==> src/rtl/mem_arbiter.sv <==
// Arbitrates one memory port between instruction fetch and the data port, sequencing MAR/MDR/write-enable.
// Define MEM_ARBITER_RR_EN for round-robin arbitration; the default build uses fixed data-over-fetch priority.
module mem_arbiter (
   input  logic       clk,
   input  logic       reset,
   input  logic       fReq,
   input  logic       dReq,
   input  logic       dWE,
   output logic [1:0] busSel,
   output logic       ldMAR,
   output logic       ldMDR,
   output logic       selMDR,
   output logic       memWE,
   output logic       fAck,
   output logic       dAck,
   output logic       busy
);

   localparam logic [2:0] IDLE = 3'd0;
   localparam logic [2:0] ADDR = 3'd1;
   localparam logic [2:0] RD   = 3'd2;
   localparam logic [2:0] WDAT = 3'd3;
   localparam logic [2:0] WR   = 3'd4;
   localparam logic [2:0] DONE = 3'd5;

   logic [2:0] state;
   logic [2:0] state_nxt;
   logic       win_data;
   logic       win_we;
   logic       grant_data;
   logic       any_req;

   assign any_req = fReq | dReq;

`ifdef MEM_ARBITER_RR_EN
   // prio_data=1 means the data port wins a tie; it points away from the last grant.
   logic prio_data;

   always_ff @(posedge clk or posedge reset) begin
      if (reset) begin
         prio_data <= 1'b1;
      end else if (state == IDLE && any_req) begin
         prio_data <= ~grant_data;
      end
   end

   assign grant_data = dReq & (~fReq | prio_data);
`else
   assign grant_data = dReq;
`endif

   always_comb begin
      state_nxt = state;
      case (state)
         IDLE:    if (any_req) state_nxt = ADDR;
         ADDR:    state_nxt = win_we ? WDAT : RD;
         RD:      state_nxt = DONE;
         WDAT:    state_nxt = WR;
         WR:      state_nxt = DONE;
         DONE:    state_nxt = IDLE;
         default: state_nxt = IDLE;
      endcase
   end

   // Winner and direction are frozen at grant so later input changes cannot alter the transaction.
   always_ff @(posedge clk or posedge reset) begin
      if (reset) begin
         state    <= IDLE;
         win_data <= 1'b1;
         win_we   <= 1'b0;
      end else begin
         state <= state_nxt;
         if (state == IDLE && any_req) begin
            win_data <= grant_data;
            win_we   <= grant_data & dWE;
         end
      end
   end

   always_comb begin
      busSel = 2'd0;
      ldMAR  = 1'b0;
      ldMDR  = 1'b0;
      selMDR = 1'b0;
      memWE  = 1'b0;
      fAck   = 1'b0;
      dAck   = 1'b0;
      busy   = (state != IDLE);
      case (state)
         ADDR: begin
            busSel = win_data ? 2'd2 : 2'd1;
            ldMAR  = 1'b1;
         end
         RD: begin
            ldMDR  = 1'b1;
            selMDR = 1'b1;
         end
         WDAT: begin
            busSel = 2'd3;
            ldMDR  = 1'b1;
         end
         WR: begin
            memWE = 1'b1;
         end
         DONE: begin
            fAck = ~win_data;
            dAck = win_data;
         end
         default: ;
      endcase
   end

endmodule
==> config.mk <==
export PLATFORM = sky130hd
export DESIGN_NAME = mem_arbiter
export DESIGN_NICKNAME = d
export VERILOG_FILES = /design/src/rtl/mem_arbiter.sv
export SDC_FILE = /design/constraint.sdc
export NUM_CORES = 1
export LEC_CHECK = 0
export CORE_AREA = 10 10 47 49
export CTS_CLUSTER_SIZE = 25
export DETAILED_ROUTE_END_ITERATION = 10
export DIE_AREA = 0 0 57 59
export GPL_TIMING_DRIVEN = 0
export PLACE_DENSITY = 0.54
export SYNTH_ARGS = -nofsm -noshare
export SYNTH_HDL_FRONTEND = slang
export SYNTH_SLANG_ARGS = --single-unit
==> constraint.sdc <==
create_clock -name clk -period 1.4 [get_ports clk]
set_input_delay 0.35 -clock clk [delete_from_list [all_inputs] [get_ports clk]]
set_output_delay 0.35 -clock clk [all_outputs]
set_load 0.02 [all_outputs]
==> results by group <==
STA
  • Final setup fails: 8
  • RSZ-0062 raised after global routing: yes
  • Clk_skew: 0.00103 ns
  • Worst Setup Slack, final: -0.115 ns
  • Setup TNS: -0.702 ns
  • Slew Viols, Final: 0
  • Fmax: 660 MHz
  • Final hold viol count: 0
  • Final period util: 108%
  • Slew Limit Headroom: 84.4%
  • Slew @ Worst Pin: 0.234 ns
  • Tmin final: 1.52 ns

Floorplanning
  • # rows: 14
  • Io pins: 14
  • Die Ht: 59 microns
  • Starting density of the core: 21.0%
  • Die area: 3360 sq um
  • CORE AREA: 1400 sq um
  • Die X: 57 microns

Global route
  • Vias in the first global route: 334
  • First-pass GRT wire length: 1.39 mm
  • Total track usage: 5.34%
  • Initial antenna violation count: 0
  • Largest net degree at the start of global routing: 8
  • Gr ovfl total: 0

Setup path
  • CP bufs+invs: 2
  • Worst EP required: 1.05 ns
  • WP data arrival: 1.17 ns
  • Crit-path max cell delay: 0.39 ns
  • Crit-path most repeated cell: buf_6
  • Reg2reg start: state[1]$_DFFE_PP0P_
  • Cell at the slowest stage of the critical path: dfrtp_1
  • Crit-path leading delay family: flip-flops
  • Worst reg2reg path depth: 5
  • R2r endpoint: win_we$_DFFE_PP0P_
  • CP Launch Type: register
  • R2R Setup Slk: 0.12 ns
  • Crit path max fanout: 7
  • Crit path kind: reg -> out
  • Critical Path Stages: 4
  • Crit path capture type: output pin
  • Critical path cell sequence: buf_6 > nand2b_4 > a21oi_2 > buf_6
  • CP Launch Point: state[2]$_DFFE_PP0P_

Hold path
  • Worst min path class: in -> async

Detailed routing
  • Initial DRC Count: 0
  • Wire length on met3: 73 microns
  • Metal2 WL: 375 microns
  • Detailed-route via count: 320
  • Vias per cell: 4.32
  • Routed WL: 830 microns
  • WL per Instance: 11.2 microns
  • DRC viols: 0
  • Final ANT Viol Nets: 0
  • Routed met1 length: 381 microns
  • Top sig layer: met3
  • Detailed Routing Iterations Pass 1: 1

Placement
  • Placer Congestion: 0.727
  • Dpl ws: -0.472 ns
  • Post-DP HPWL: 585 microns
  • # port buffers: 13

Synth
  • FF+latch count, synth: 5
  • Ys Warns: 0
  • Post-synthesis cell count: 32
  • Netlist cell types: 19
  • Syn Area/Cell: 9.19 sq um
  • Post-Syn Nets: 37
  • Register area share after synthesis: 43.0%
  • Synthesized area: 294 sq um

CTS
  • Clock-pin slew on the worst setup and hold paths: 0.05 ns
  • Num Clock Sinks: 5
  • H-Tree Depth: 1
  • Total CTS buffers: 3
  • Clk_lat worst skew: 0.24 ns
  • TritonCTS clock tree: done
  • Cts hold-fix bufs: 0
  • Clock Tree Root: clkbuf_4
  • CTS max path bufs: 2

Pwr
  • Pwr dens: 2590 nW/um^2
  • Worst vdd ir: 0.954 mV
  • Leakage: 0.268 nW

Final layout
  • Layout fillers: 155
  • Area of the multi-input gates: 181 sq um
  • Final #Nets: 64
  • Proportion of layout cells with a drive suffix above 1: 56.9%
  • Seq. cell area: 129 sq um
  • Antenna Cells: 0
  • Layout area overhead: 96.2%

Outcome
  • Failing checks: setup timing
  • Status: finished, violations left

Job
  • # Max-Cap Violations: 0
[cells in the final DEF, fill, tap and decap left out, types with 2 or more instances in the layout]
| cell type | n |
|---|---|
| dfrtp_1 | 2 |
| nor3_1 | 2 |
| nor2_4 | 2 |
| dfrtp_2 | 2 |
| buf_6 | 7 |
| nor2_1 | 2 |
| inv_1 | 2 |
| clkdlybuf4s50_1 | 4 |
| clkbuf_4 | 3 |
| buf_4 | 12 |
| nand2_1 | 2 |
| nor2b_1 | 3 |
[synth_stat cells]
cell	n	area, sq um
nand2_1	2	7.51
nor3_4	1	16.3
nand2b_1	1	6.26
dfrtp_1	4	100
o32ai_1	1	8.76
nor3_1	2	10.0
a22o_1	1	8.76
and3_1	1	6.26
inv_1	3	11.3
buf_6	1	11.3
dfstp_2	1	26.3
nor2b_1	3	18.8
or2_1	1	6.26
nor2_1	4	15.0
a21oi_1	2	10.0
o21ai_1	1	5.00
nor3b_1	1	7.51
a32o_1	1	10.0
nor2b_2	1	8.76
[report_power, final]
group	leakage, nW	switching, W	internal (W)
clock	0.0150	0.0000642	0.000108
combinational	0.195	0.000436	0.000551
sequential	0.0586	0.000104	0.000229
[logic make-up after synthesis]
logic type | after synthesis | share of synthesized area [%]
buf+inv | 4 | 7.66
flops | 5 | 43.0
simple gates | 17 | 34.9
compound gates | 6 | 14.5
[through the flow]
stage | utilization (%) | std cells | hold slack (ns) | instance area, sq um | total power, W
after floorplan | - | 32 | 0.128 | 299 | 0.000738
after global placement | 32.1 | 61 | 0.491 | 449 | 0.00102
after detailed placement | 32.1 | 61 | 0.496 | 449 | 0.00102
after CTS | 38.6 | 73 | 0.317 | 541 | 0.00140
after global routing | 41.2 | 74 | 0.335 | 577 | 0.00161
final | 41.2 | 74 | 0.310 | 577 | 0.00149
[what timing repair did]
| item | in CTS | in global routing |
|---|---|---|
| setup endpoints to repair | 9 | 9 |
| setup buffers | 8 | 1 |
| pin swaps | 2 | 1 |
| endpoints found under the hold margin | 0 | 0 |
| resized for setup | 53 | 9 |
[layer usage]
metal,GRT usage [%],up-vias
met5,0,-
met4,5.03,0
met3,2.79,0
met2,7.75,10
met1,5.42,145
li1,-,165
[worst max-delay path by stage]
stage,endpoint,slack [ns]
4_1_cts,busy,-0.12
2_1_floorplan,selMDR,-0.02
3_3_place_gp,dAck,-0.47
5_1_grt,fAck,-0.21
3_5_place_dp,dAck,-0.47
6_report,busSel[0],-0.12
[layout make-up]
| type | count | share of cell area [%] |
|---|---|---|
| plain buffers | 1 | 1.95 |
| well taps | 16 | 3.47 |
| repair buffers | 22 | 34.3 |
| clock buffers | 4 | 4.56 |
| inverters | 3 | 1.95 |
| multi-input cells | 23 | 31.5 |
| flip-flops and latches | 5 | 22.3 |
[registers in the layout, summed over array words and instances, names as in the netlist]
register and cells:
state 3, win_data 1, win_we 1
No activity file was read; power rests on OpenSTA's default activity.
